**config.mk**
```make
export PLATFORM = sky130hd
export DESIGN_NAME = mac_tile_os_sys_flat
export DESIGN_NICKNAME = d
export VERILOG_FILES = /design/src/rtl/mac_tile_os_sys_if.sv /design/src/rtl/mac_tile_os_sys.sv /design/src/flat_wrapper.sv
export SDC_FILE = /design/constraint.sdc
export NUM_CORES = 1
export LEC_CHECK = 0
export BUFFER_PORTS_ARGS = -buffer_cell sky130_fd_sc_hd__buf_2
export CELL_PAD_IN_SITES_DETAIL_PLACEMENT = 1
export CELL_PAD_IN_SITES_GLOBAL_PLACEMENT = 1
export CORE_ASPECT_RATIO = 0.6
export CORE_MARGIN = 2
export CORE_UTILIZATION = 48
export CTS_BUF_LIST = sky130_fd_sc_hd__clkbuf_8
export DETAILED_ROUTE_END_ITERATION = 7
export PLACE_DENSITY = 0.81
export SETUP_SLACK_MARGIN = 0.05
export SLEW_MARGIN = 20
export SYNTH_ARGS = -nofsm -noshare
export SYNTH_HDL_FRONTEND = slang
export SYNTH_SLANG_ARGS = --single-unit
```
**constraint.sdc**
```tcl
create_clock -name clk -period 5.1 [get_ports clk]
set_input_delay 0.51 -clock clk [delete_from_list [all_inputs] [get_ports clk]]
set_output_delay 0.51 -clock clk [all_outputs]
set_load 0.01 [all_outputs]
```
**src/rtl/mac_tile_os_sys_if.sv**
```systemverilog
// Port bundle of one output-stationary MAC tile: systolic forwarding, drain chain and status.
// The slave modport is the tile's view; the master modport is the view of whatever drives it.
interface mac_tile_os_sys_if #(
    parameter int bw      = 4,
    parameter int psum_bw = 16
);
    logic [bw-1:0]      in_a;
    logic [bw-1:0]      in_w;
    logic [1:0]         inst_w;
    logic               is_signed;
    logic [psum_bw-1:0] in_s;
    logic               in_valid;
    logic [bw-1:0]      out_a;
    logic [bw-1:0]      out_w;
    logic [1:0]         inst_e;
    logic [psum_bw-1:0] out_s;
    logic               valid;
    logic               done;
    logic               sat_flag;
    logic               ovr_flag;

    modport slave (
        input  in_a, in_w, inst_w, is_signed, in_s, in_valid,
        output out_a, out_w, inst_e, out_s, valid, done, sat_flag, ovr_flag
    );

    modport master (
        output in_a, in_w, inst_w, is_signed, in_s, in_valid,
        input  out_a, out_w, inst_e, out_s, valid, done, sat_flag, ovr_flag
    );
endinterface

```
**src/rtl/mac_tile_os_sys.sv**
```systemverilog
// Output-stationary MAC tile: forwards activation/weight/instruction systolically, accumulates
// signed or unsigned products with optional saturation, and drains its psum north through a shift chain.
module mac_tile_os_sys #(
    parameter int bw      = 4,
    parameter int psum_bw = 16,
    parameter int DEPTH   = 64,
    parameter int SAT     = 1
) (
    input  logic             clk,
    input  logic             reset,
    mac_tile_os_sys_if.slave t
);
    localparam int CW = $clog2(DEPTH + 1);
    localparam logic [psum_bw-1:0] S_MAX = {1'b0, {(psum_bw-1){1'b1}}};
    localparam logic [psum_bw-1:0] S_MIN = {1'b1, {(psum_bw-1){1'b0}}};
    localparam logic [psum_bw-1:0] U_MAX = {psum_bw{1'b1}};

    typedef enum logic [1:0] {IDLE, ACC, FULL, DRAIN} state_t;

    state_t             state, state_next;
    logic [CW-1:0]      cnt, cnt_next, cnt_inc;
    logic [psum_bw-1:0] psum, psum_next;
    logic [psum_bw-1:0] out_s_q, out_s_next;
    logic               valid_q, valid_next;
    logic               sat_q, sat_next;
    logic               ovr_q, ovr_next;
    logic [bw-1:0]      a_q, w_q;
    logic [1:0]         inst_q;

    logic signed [2*bw-1:0]    prod_s;
    logic        [2*bw-1:0]    prod_u;
    logic        [psum_bw-1:0] prod_ext;
    logic        [psum_bw:0]   sum_w;
    logic        [psum_bw-1:0] mac_res;
    logic                      mac_ovf;
    logic                      mac_en;

    assign prod_s  = $signed(t.in_a) * $signed(t.in_w);
    assign prod_u  = t.in_a * t.in_w;
    assign cnt_inc = cnt + CW'(1);

    // Sum is one bit wider so overflow can be detected before the optional clamp.
    always_comb begin
        prod_ext = '0;
        sum_w    = '0;
        mac_res  = '0;
        mac_ovf  = 1'b0;
        if (t.is_signed) begin
            prod_ext = psum_bw'(prod_s);
            sum_w    = {psum[psum_bw-1], psum} + {prod_ext[psum_bw-1], prod_ext};
            mac_res  = sum_w[psum_bw-1:0];
            if ((SAT != 0) && (sum_w[psum_bw] != sum_w[psum_bw-1])) begin
                mac_ovf = 1'b1;
                mac_res = sum_w[psum_bw] ? S_MIN : S_MAX;
            end
        end else begin
            prod_ext = psum_bw'(prod_u);
            sum_w    = {1'b0, psum} + {1'b0, prod_ext};
            mac_res  = sum_w[psum_bw-1:0];
            if ((SAT != 0) && sum_w[psum_bw]) begin
                mac_ovf = 1'b1;
                mac_res = U_MAX;
            end
        end
    end

    always_ff @(posedge clk or posedge reset) begin
        if (reset) state <= IDLE;
        else       state <= state_next;
    end

    // Next state plus accumulator/counter/flag updates; clear overrides everything else.
    always_comb begin
        state_next = state;
        cnt_next   = cnt;
        psum_next  = psum;
        sat_next   = sat_q;
        ovr_next   = ovr_q;
        mac_en     = 1'b0;
        out_s_next = out_s_q;
        valid_next = 1'b0;
        case (state)
            IDLE: begin
                if (t.inst_w == 2'b10) begin
                    mac_en     = 1'b1;
                    cnt_next   = CW'(1);
                    state_next = (DEPTH == 1) ? FULL : ACC;
                end else if (t.inst_w == 2'b11) begin
                    state_next = DRAIN;
                end
            end
            ACC: begin
                case (t.inst_w)
                    2'b10: begin
                        mac_en   = 1'b1;
                        cnt_next = cnt_inc;
                        if (cnt_inc == CW'(DEPTH)) state_next = FULL;
                    end
                    2'b01:   state_next = IDLE;
                    2'b11:   state_next = DRAIN;
                    default: state_next = ACC;
                endcase
            end
            FULL: begin
                case (t.inst_w)
                    2'b10:   ovr_next   = 1'b1;
                    2'b01:   state_next = IDLE;
                    2'b11:   state_next = DRAIN;
                    default: state_next = FULL;
                endcase
            end
            DRAIN: begin
                if (t.inst_w == 2'b01) state_next = IDLE;
            end
            default: state_next = IDLE;
        endcase

        if (mac_en) begin
            psum_next = mac_res;
            if (mac_ovf) sat_next = 1'b1;
        end

        if (t.inst_w == 2'b01) begin
            psum_next = '0;
            cnt_next  = '0;
            sat_next  = 1'b0;
            ovr_next  = 1'b0;
        end

        // First drain edge loads our own psum; later ones shift the southern neighbour up.
        if (state != DRAIN && state_next == DRAIN) begin
            out_s_next = psum;
            valid_next = 1'b1;
        end else if (state == DRAIN && state_next == DRAIN) begin
            out_s_next = t.in_s;
            valid_next = t.in_valid;
        end
    end

    always_ff @(posedge clk or posedge reset) begin
        if (reset) begin
            cnt     <= '0;
            psum    <= '0;
            out_s_q <= '0;
            valid_q <= 1'b0;
            sat_q   <= 1'b0;
            ovr_q   <= 1'b0;
            a_q     <= '0;
            w_q     <= '0;
            inst_q  <= '0;
        end else begin
            cnt     <= cnt_next;
            psum    <= psum_next;
            out_s_q <= out_s_next;
            valid_q <= valid_next;
            sat_q   <= sat_next;
            ovr_q   <= ovr_next;
            a_q     <= t.in_a;
            w_q     <= t.in_w;
            inst_q  <= t.inst_w;
        end
    end

    assign t.out_a    = a_q;
    assign t.out_w    = w_q;
    assign t.inst_e   = inst_q;
    assign t.out_s    = out_s_q;
    assign t.valid    = valid_q;
    assign t.done     = (state == FULL);
    assign t.sat_flag = sat_q;
    assign t.ovr_flag = ovr_q;
endmodule

```
**src/flat_wrapper.sv**
```systemverilog
// flat-port wrapper written by rule: the top's interface ports become plain ports
module mac_tile_os_sys_flat 
#(
    parameter int bw      = 4,
    parameter int psum_bw = 16,
    parameter int DEPTH   = 64,
    parameter int SAT     = 1
)
  (clk, reset, t_in_a, t_in_w, t_inst_w, t_is_signed, t_in_s, t_in_valid, t_out_a, t_out_w, t_inst_e, t_out_s, t_valid, t_done, t_sat_flag, t_ovr_flag);
  mac_tile_os_sys_if #(.bw(bw), .psum_bw(psum_bw)) t_i ();
  input  logic clk;
  input  logic reset;
  input wire logic [$bits(t_i.in_a)-1:0] t_in_a;
  input wire logic [$bits(t_i.in_w)-1:0] t_in_w;
  input wire logic [$bits(t_i.inst_w)-1:0] t_inst_w;
  input wire logic [$bits(t_i.is_signed)-1:0] t_is_signed;
  input wire logic [$bits(t_i.in_s)-1:0] t_in_s;
  input wire logic [$bits(t_i.in_valid)-1:0] t_in_valid;
  output wire logic [$bits(t_i.out_a)-1:0] t_out_a;
  output wire logic [$bits(t_i.out_w)-1:0] t_out_w;
  output wire logic [$bits(t_i.inst_e)-1:0] t_inst_e;
  output wire logic [$bits(t_i.out_s)-1:0] t_out_s;
  output wire logic [$bits(t_i.valid)-1:0] t_valid;
  output wire logic [$bits(t_i.done)-1:0] t_done;
  output wire logic [$bits(t_i.sat_flag)-1:0] t_sat_flag;
  output wire logic [$bits(t_i.ovr_flag)-1:0] t_ovr_flag;
  assign t_i.in_a = t_in_a;
  assign t_i.in_w = t_in_w;
  assign t_i.inst_w = t_inst_w;
  assign t_i.is_signed = t_is_signed;
  assign t_i.in_s = t_in_s;
  assign t_i.in_valid = t_in_valid;
  assign t_out_a = t_i.out_a;
  assign t_out_w = t_i.out_w;
  assign t_inst_e = t_i.inst_e;
  assign t_out_s = t_i.out_s;
  assign t_valid = t_i.valid;
  assign t_done = t_i.done;
  assign t_sat_flag = t_i.sat_flag;
  assign t_ovr_flag = t_i.ovr_flag;
  mac_tile_os_sys #(.bw(bw), .psum_bw(psum_bw), .DEPTH(DEPTH), .SAT(SAT)) u_core (.clk(clk), .reset(reset), .t(t_i));
endmodule
```
==> summary.log, run 1 <==
[floorplan] # IOs 60
[synth] Top FF cell, synth dfrtp_1
[floorplan] initial standard-cell utilization of the core 0.495
[worst_setup_path] capturing point of the worst reg2reg path u_core.psum[13]$_DFFE_PP0P_
[min_path] cell depth of the worst hold path 1
[drt] Routed met3 length 728 um
[floorplan] core region area 0.0106 mm^2
[timing] slew margin rel. 0.460
[worst_setup_path] kind of end point of the critical path register
[grt] number of global-route vias before repair 4,765
[place] final RePlAce weighted congestion 0.844
[timing] Fmax achieved 214 MHz
[min_path] Hold Startpoint t_in_a[2]
[pwr] internal cell power 1.79 mW
[timing] final worst-path cycle share 0.918
[cells_and_area] fraction of layout instances using a drive strength above 1 0.151
[clock_tree] Clock Latency Late Sink 0.33 ns
[grt] largest net degree at the start of global routing 55
[place] Placed Instance Area 0.00574 mm^2
[synth] count of state elements after synthesis 54
[drt] first-iteration detailed-routing DRC count 222
[worst_setup_path] CP Launch Type input pin
[cells_and_area] diodes inserted 0
[synth] unique cell type count in the Yosys netlist 59
[clock_tree] post-CTS resize count 0
[drt] WL per Instance 19.0 um
[min_path] Hold Crit Endpoint u_core.t.out_a[2]$_DFF_PP0_
[clock_tree] total number of H-tree levels 2
[place] number of port buffers 59
[synth] cell area after synthesis 0.00525 mm^2
[clock_tree] TritonCTS clock tree yes
[floorplan] Die ar. 0.0118 mm^2
[timing] sum of negative setup slack 0 ns
[synth] post-synth top area cell dfrtp_1
[cells_and_area] total number of nets in the final design 742
[drt] drt pass-1 iters 4
[cells_and_area] post-route design area 0.00585 mm^2
[drt] DR top layer met4
[timing] final count of hold timing violations 0
[pwr] power density over the cells 622 mW/mm^2
[worst_setup_path] register-to-register setup slack 0.49 ns
[drt] vias per inst 5.63
[synth] share of synthesized area occupied by flip-flops and latches 0.258
[cells_and_area] Layout Area Growth over Synthesis 11.5%
[pwr] Static Leak 3.00 nW
[grt] number of antenna violations at the first check in global routing 0
[pwr] Power, Total 3.64 mW
[synth] syn_nets 677
[clock_tree] total clock buffers created by CTS 5
[worst_setup_path] Crit Path Class input pin to register
[drt] Residual DRC 0
[cells_and_area] non-filler instance count after layout 756
[clock_tree] Clock Pin Slew Worst Setup and Hold Paths 0.11 ns
[place] HPWL after detailed placement 11.6 mm
[drt] total length of routed met2 wires 6.67 mm
[worst_setup_path] WP data arrival 4.89 ns
[floorplan] die outline width 139 um
[drt] sum of routed wire length over all layers 14.4 mm
[timing] count of endpoints failing setup in the final report 0
[worst_setup_path] Req. time, crit path 5.31 ns
[synth] Synth area leaders dfrtp_1 26%, fa_1 15%, ha_1 14%
[drt] Post-Route M1 WL 6.88 mm
[synth] number of enable-type register cells in the synthesized netlist 0
[timing] RSZ-0062 raised after global routing no
[clock_tree] Clock Tree Buf Depth 2
[grt] first-pass GRT wire length 24.8 mm
[synth] synthesized area per cell 9.52 um^2
[run_status] status finished clean
[worst_setup_path] R2R depth 13
[synth] share of the synthesized area in the top cell type 0.258
[timing] Layout Skew 0.0139 ns
[grt] all-layer global routing usage 0.263
[pwr] part of the power in registers 0.206
[pwr] Clock Power Share 0.084
[timing] Final Slew Violations 0
[worst_setup_path] critical path peak fanout 17
[flow_run] number of violations of the max-capacitance limit 0
[clock_tree] CTS Root Cell clkbuf_8
[drt] total via count after detailed routing 4,253
[min_path] Hold WC Path Type input pin to register
[timing] clock period minus final worst setup slack 4.68 ns
[worst_setup_path] startpoint of the most critical setup path t_in_a[1]
[synth] share of async-settable or async-resettable flops after synthesis 1.00
[floorplan] floorplan die height 85.0 um
[drt] number of nets still failing antenna checks after routing 0
[pwr] highest ir drop seen on vdd 314 uV
[timing] worst-margin pin slew 0.809 ns
[pwr] Comb pwr share 0.710
[grt] final global-route overflow total 0
[clock_tree] CTS Hold Buffers Added 0
[cells_and_area] Final Util 0.552
[synth] post-synthesis cell count 551
[pwr] switching power summed over all nets 1.85 mW
[worst_setup_path] startpoint of the lowest-slack register-to-register path u_core.psum[3]$_DFFE_PP0P_
[pwr] switching share of total power 0.509
[clock_tree] Sinks on Clock Net 54
[floorplan] number of cell rows 29
[place] total instance count after detailed placement 748
[clock_tree] Post-CTS Setup Repair Bufs 0
[synth] number of warning messages in the yosys log 0
## synth_stat cells (all sizes together), types with 2 or more instances
cell type	n
o211ai	6
a21o	9
clkbuf	6
nor2	18
a22o	7
nand4	2
mux2i	4
dfrtp	54
o21ai	21
a221oi	4
nor2b	23
a221o	17
buf	5
a31oi	2
a211oi	4
o31ai	4
o41ai	2
o21a	6
a21oi	29
nand2	35
fa	38
and3	3
xor2	13
and2	15
a22oi	6
a311oi	3
nand3	10
ha	58
a211o	2
xnor2	15
inv	106
nand2b	8
## worst max-delay path, stage by stage
cell and delay, ns:
buf_2 0.14, and2_1 0.19, inv_1 0.07, fa_1 0.56
fa_1 0.46, fa_1 0.56, fa_1 0.49, nor2b_2 0.17
o211ai_2 0.13, a311oi_2 0.34, o31a_2 0.25, xnor2_4 0.12
a21oi_4 0.46, a21oi_1 0.14, a221o_1 0.31
## flip-flops by register name (all words and copies together) (netlist names), 2 cells and up
register         flops
u_core.cnt           7
u_core.psum         16
u_core.state         2
u_core.t.inst_e      2
u_core.t.out_a       4
u_core.t.out_s      16
u_core.t.out_w       4
## metrics by stage
stage               setup slack (ns)  hold WS (ns)
finish                         0.417         0.346
global route                   0.185         0.345
CTS                            0.426         0.343
detailed placement             0.118         0.510
global placement               0.217         0.503
floorplan                      0.256         0.473
## power by group through the flow
stage	clock [mW]	sequential (mW)	combinational, mW
6_report	0.305	0.749	2.58
3_3_place_gp	0	0.739	2.44
3_5_place_dp	0	0.751	2.57
4_1_cts	0.308	0.746	2.60
5_1_grt	0.321	0.770	2.90
2_1_floorplan	0	0.706	1.95
## kinds of logic after synthesis
kind of cell	count (synthesis)	synth area share
xor gates and xnor gates	28	0.0539
adders and majority gates	97	0.285
DFF	54	0.258
AOI/OAI and AO/OA	128	0.188
buffers and inverters	117	0.0861
and+or+nand+nor	122	0.119
muxes	5	0.00978
## how the worst max path moves through the flow
stage	end	slack, ns	cells past startpoint
6_report	u_core.psum[13]$_DFFE_PP0P_	0.42	15
5_1_grt	u_core.psum[13]$_DFFE_PP0P_	0.18	16
4_1_cts	u_core.psum[13]$_DFFE_PP0P_	0.43	16
3_5_place_dp	u_core.psum[9]$_DFFE_PP0P_	0.12	16
3_3_place_gp	u_core.psum[9]$_DFFE_PP0P_	0.22	15
2_1_floorplan	u_core.psum[13]$_DFFE_PP0P_	0.26	15
## cell usage in the layout, fill, tap and decap left out, types with 2 or more instances in the layout
cell	synthesis	layout
xnor2_1	13	13
nand2_1	35	35
nand2b_1	8	8
and2_1	15	15
o21a_1	5	5
a221oi_1	3	3
buf_2	4	59
a211o_1	2	2
fa_1	38	38
a311oi_1	2	2
a22o_1	7	7
nand4_1	2	2
clkbuf_8	0	5
and3_1	3	3
o31ai_1	2	2
buf_4	0	10
o21ai_0	21	21
nand3_1	10	10
o211ai_1	5	5
nor2b_1	22	22
mux2i_1	4	4
a211oi_1	4	4
inv_1	106	106
a22oi_1	6	6
xor2_1	13	13
a21oi_1	27	27
ha_1	58	58
dfrtp_1	54	54
o31ai_4	2	2
nor2_1	18	17
a21o_1	9	9
a221o_1	17	17
xnor2_4	2	2
o41ai_1	2	2
## per-layer routing
| metal | global-route usage | vias up |
|---|---|---|
| met4 | 0.0496 | 0 |
| met5 | 0 | - |
| met3 | 0.0446 | 14 |
| met2 | 0.432 | 108 |
| met1 | 0.373 | 2146 |
| li1 | - | 1985 |
## final cells by class
class | count | area [um^2]
timing repair buffer | 69 | 370
inverter | 106 | 398
clock inverter | 3 | 41.3
clock buffer | 5 | 68.8
fill | 1258 | 4750
sequential | 54 | 1350
tap | 139 | 174
multi-input combinational | 380 | 3450
(Power assumes the default switching activity.)
==> run 2, diff against run 1 <==
--- a/config.mk
+++ b/config.mk
@@ -9,7 +9,7 @@
 export CELL_PAD_IN_SITES_DETAIL_PLACEMENT = 1
 export CELL_PAD_IN_SITES_GLOBAL_PLACEMENT = 1
 export CORE_ASPECT_RATIO = 0.6
-export CORE_MARGIN = 2
+export CORE_MARGIN = 4
 export CORE_UTILIZATION = 48
 export CTS_BUF_LIST = sky130_fd_sc_hd__clkbuf_8
 export DETAILED_ROUTE_END_ITERATION = 7
==> summary.log, run 2 (same netlist as run 1, synthesis figures left out) <==
[floorplan] floorplan die height 89.0 um
[clock_tree] post-CTS resize count 0
[timing] Fmax achieved 209 MHz
[cells_and_area] total number of nets in the final design 742
[worst_setup_path] cells along the critical path buf_2 -> and2_1 -> inv_1 -> fa_1 -> fa_1 -> fa_1 -> fa_1 -> nor2b_2 -> o211ai_2 -> a311oi_2 -> o31a_2 -> xnor2_4 -> a21oi_4 -> a21oi_1 -> a221o_1
[place] number of port buffers 59
[worst_setup_path] cell seen most often among critical-path stages fa_1
[timing] final worst-path cycle share 0.937
[drt] number of nets still failing antenna checks after routing 0
[timing] sum of negative setup slack 0 ns
[floorplan] # IOs 60
[worst_setup_path] Crit Path Class input pin to register
[worst_setup_path] largest delay contributor family on the critical path adder cells
[timing] Final Slew Violations 0
[clock_tree] Clock Latency Late Sink 0.33 ns
[drt] first-iteration detailed-routing DRC count 278
[clock_tree] Sinks on Clock Net 54
[floorplan] number of cell rows 29
[grt] largest net degree at the start of global routing 55
[cells_and_area] leading cell types in the layout, fill and taps excluded 105 x inv_1, 59 x buf_2, 58 x ha_1
[clock_tree] total number of H-tree levels 2
[grt] first-pass GRT wire length 23.2 mm
[drt] vias per inst 5.60
[clock_tree] Post-CTS Setup Repair Bufs 0
[floorplan] initial standard-cell utilization of the core 0.493
[worst_setup_path] logic depth of the worst setup path including buffers 15
[timing] slew margin rel. 0.459
[worst_setup_path] largest stage delay on the critical path 0.57 ns
[drt] sum of routed wire length over all layers 14.1 mm
[cells_and_area] most frequent standard cell in the layout excluding fill and tap cells inv_1
[min_path] Hold WC Path Type input pin to register
[timing] Layout Skew 0.0141 ns
[clock_tree] CTS Root Cell clkbuf_8
[drt] drt pass-1 iters 4
[cells_and_area] diodes inserted 0
[cells_and_area] Layout Area Growth over Synthesis 11.3%
[drt] Residual DRC 0
[cells_and_area] fraction of layout instances using a drive strength above 1 0.154
[grt] all-layer global routing usage 0.232
[drt] WL per Instance 18.6 um
[timing] worst-margin pin slew 0.810 ns
[timing] clock period minus final worst setup slack 4.78 ns
[grt] number of global-route vias before repair 4,501
[place] HPWL after detailed placement 11.4 mm
[clock_tree] total clock buffers created by CTS 5
[pwr] Static Leak 2.99 nW
[clock_tree] Clock Pin Slew Worst Setup and Hold Paths 0.11 ns
[worst_setup_path] R2R depth 13
[timing] final count of hold timing violations 0
[timing] RSZ-0062 raised after global routing no
[run_status] status finished clean
[min_path] cell depth of the worst hold path 1
[worst_setup_path] WP data arrival 4.99 ns
[worst_setup_path] critical path peak fanout 17
[timing] count of endpoints failing setup in the final report 0
[worst_setup_path] Req. time, crit path 5.31 ns
[clock_tree] Clock Tree Buf Depth 2
[clock_tree] CTS Hold Buffers Added 0
[worst_setup_path] CP Launch Type input pin
[floorplan] die outline width 143 um
[worst_setup_path] cell type of the slowest stage on the worst timing path fa_1
[pwr] highest ir drop seen on vdd 293 uV
[worst_setup_path] worst path bufs/invs 2
[drt] total via count after detailed routing 4,237
[timing] Worst Hold Margin 0.345 ns
[worst_setup_path] kind of end point of the critical path register
[grt] number of antenna violations at the first check in global routing 0
[clock_tree] TritonCTS clock tree yes
[grt] final global-route overflow total 0
[pwr] power density over the cells 616 mW/mm^2
[floorplan] Die ar. 0.0127 mm^2
[floorplan] core region area 0.0106 mm^2
[place] final RePlAce weighted congestion 0.833
[flow_run] number of violations of the max-capacitance limit 0
-- run 2: final cells by class --
type | instances | area [um^2]
fillers | 1268 | 4790
inverters | 106 | 398
flip-flops and latches | 54 | 1350
clock inverters | 2 | 16.3
clock buffers | 6 | 82.6
multi-input cells | 380 | 3450
well taps | 139 | 174
repair buffers | 69 | 370
-- run 2: final timing paths --
kind / end / start / slack [ns]
worst min-delay path: u_core.t.out_w[2]$_DFF_PP0_ / t_in_w[2] / 0.34
worst max-delay path: u_core.psum[13]$_DFFE_PP0P_ / t_in_a[1] / 0.32
worst min register to register: u_core.cnt[5]$_DFFE_PP0P_ / u_core.cnt[5]$_DFFE_PP0P_ / 0.52
min in group asynchronous: u_core.t.out_w[1]$_DFF_PP0_ / reset / 0.37
worst max register to register: u_core.psum[13]$_DFFE_PP0P_ / u_core.psum[3]$_DFFE_PP0P_ / 0.46
max in group asynchronous: u_core.psum[13]$_DFFE_PP0P_ / reset / 4.26
-- run 2: layer usage --
layer	global-route usage	up-vias	wire length, um
met5	0	-	0
met1	0.339	2166	6970
met4	0.0328	0	80
met3	0.0337	9	615
li1	-	1986	-
met2	0.376	76	6400
-- run 2: through the flow --
step | instance area (um^2) | instances | power, mW | utilization | setup slack [ns]
after CTS | 5840 | 756 | 3.62 | 0.549 | 0.359
after detailed placement | 5740 | 748 | 3.32 | 0.540 | 0.0337
after floorplan | 5250 | 551 | 2.65 | - | 0.256
final | 5840 | 756 | 3.60 | 0.549 | 0.319
after global placement | 5740 | 748 | 3.19 | 0.540 | 0.207
after global routing | 5840 | 756 | 3.96 | 0.549 | 0.145
-- run 2: power by group --
group / switching [mW] / internal (mW)
clock: 0.161 / 0.112
sequential: 0.178 / 0.567
combinational: 1.50 / 1.08
total: 1.84 / 1.76
-- run 2: worst reg2reg max path: stages, from the launching register on --
cell and delay (ns):
dfrtp_1 0.48, fa_1 0.51, inv_1 0.05, fa_1 0.46, fa_1 0.55, fa_1 0.49, nor2b_2 0.16, o211ai_2 0.12
a311oi_2 0.38, o31a_2 0.26, xnor2_4 0.12, a21oi_4 0.47, a21oi_1 0.15, a221o_1 0.32
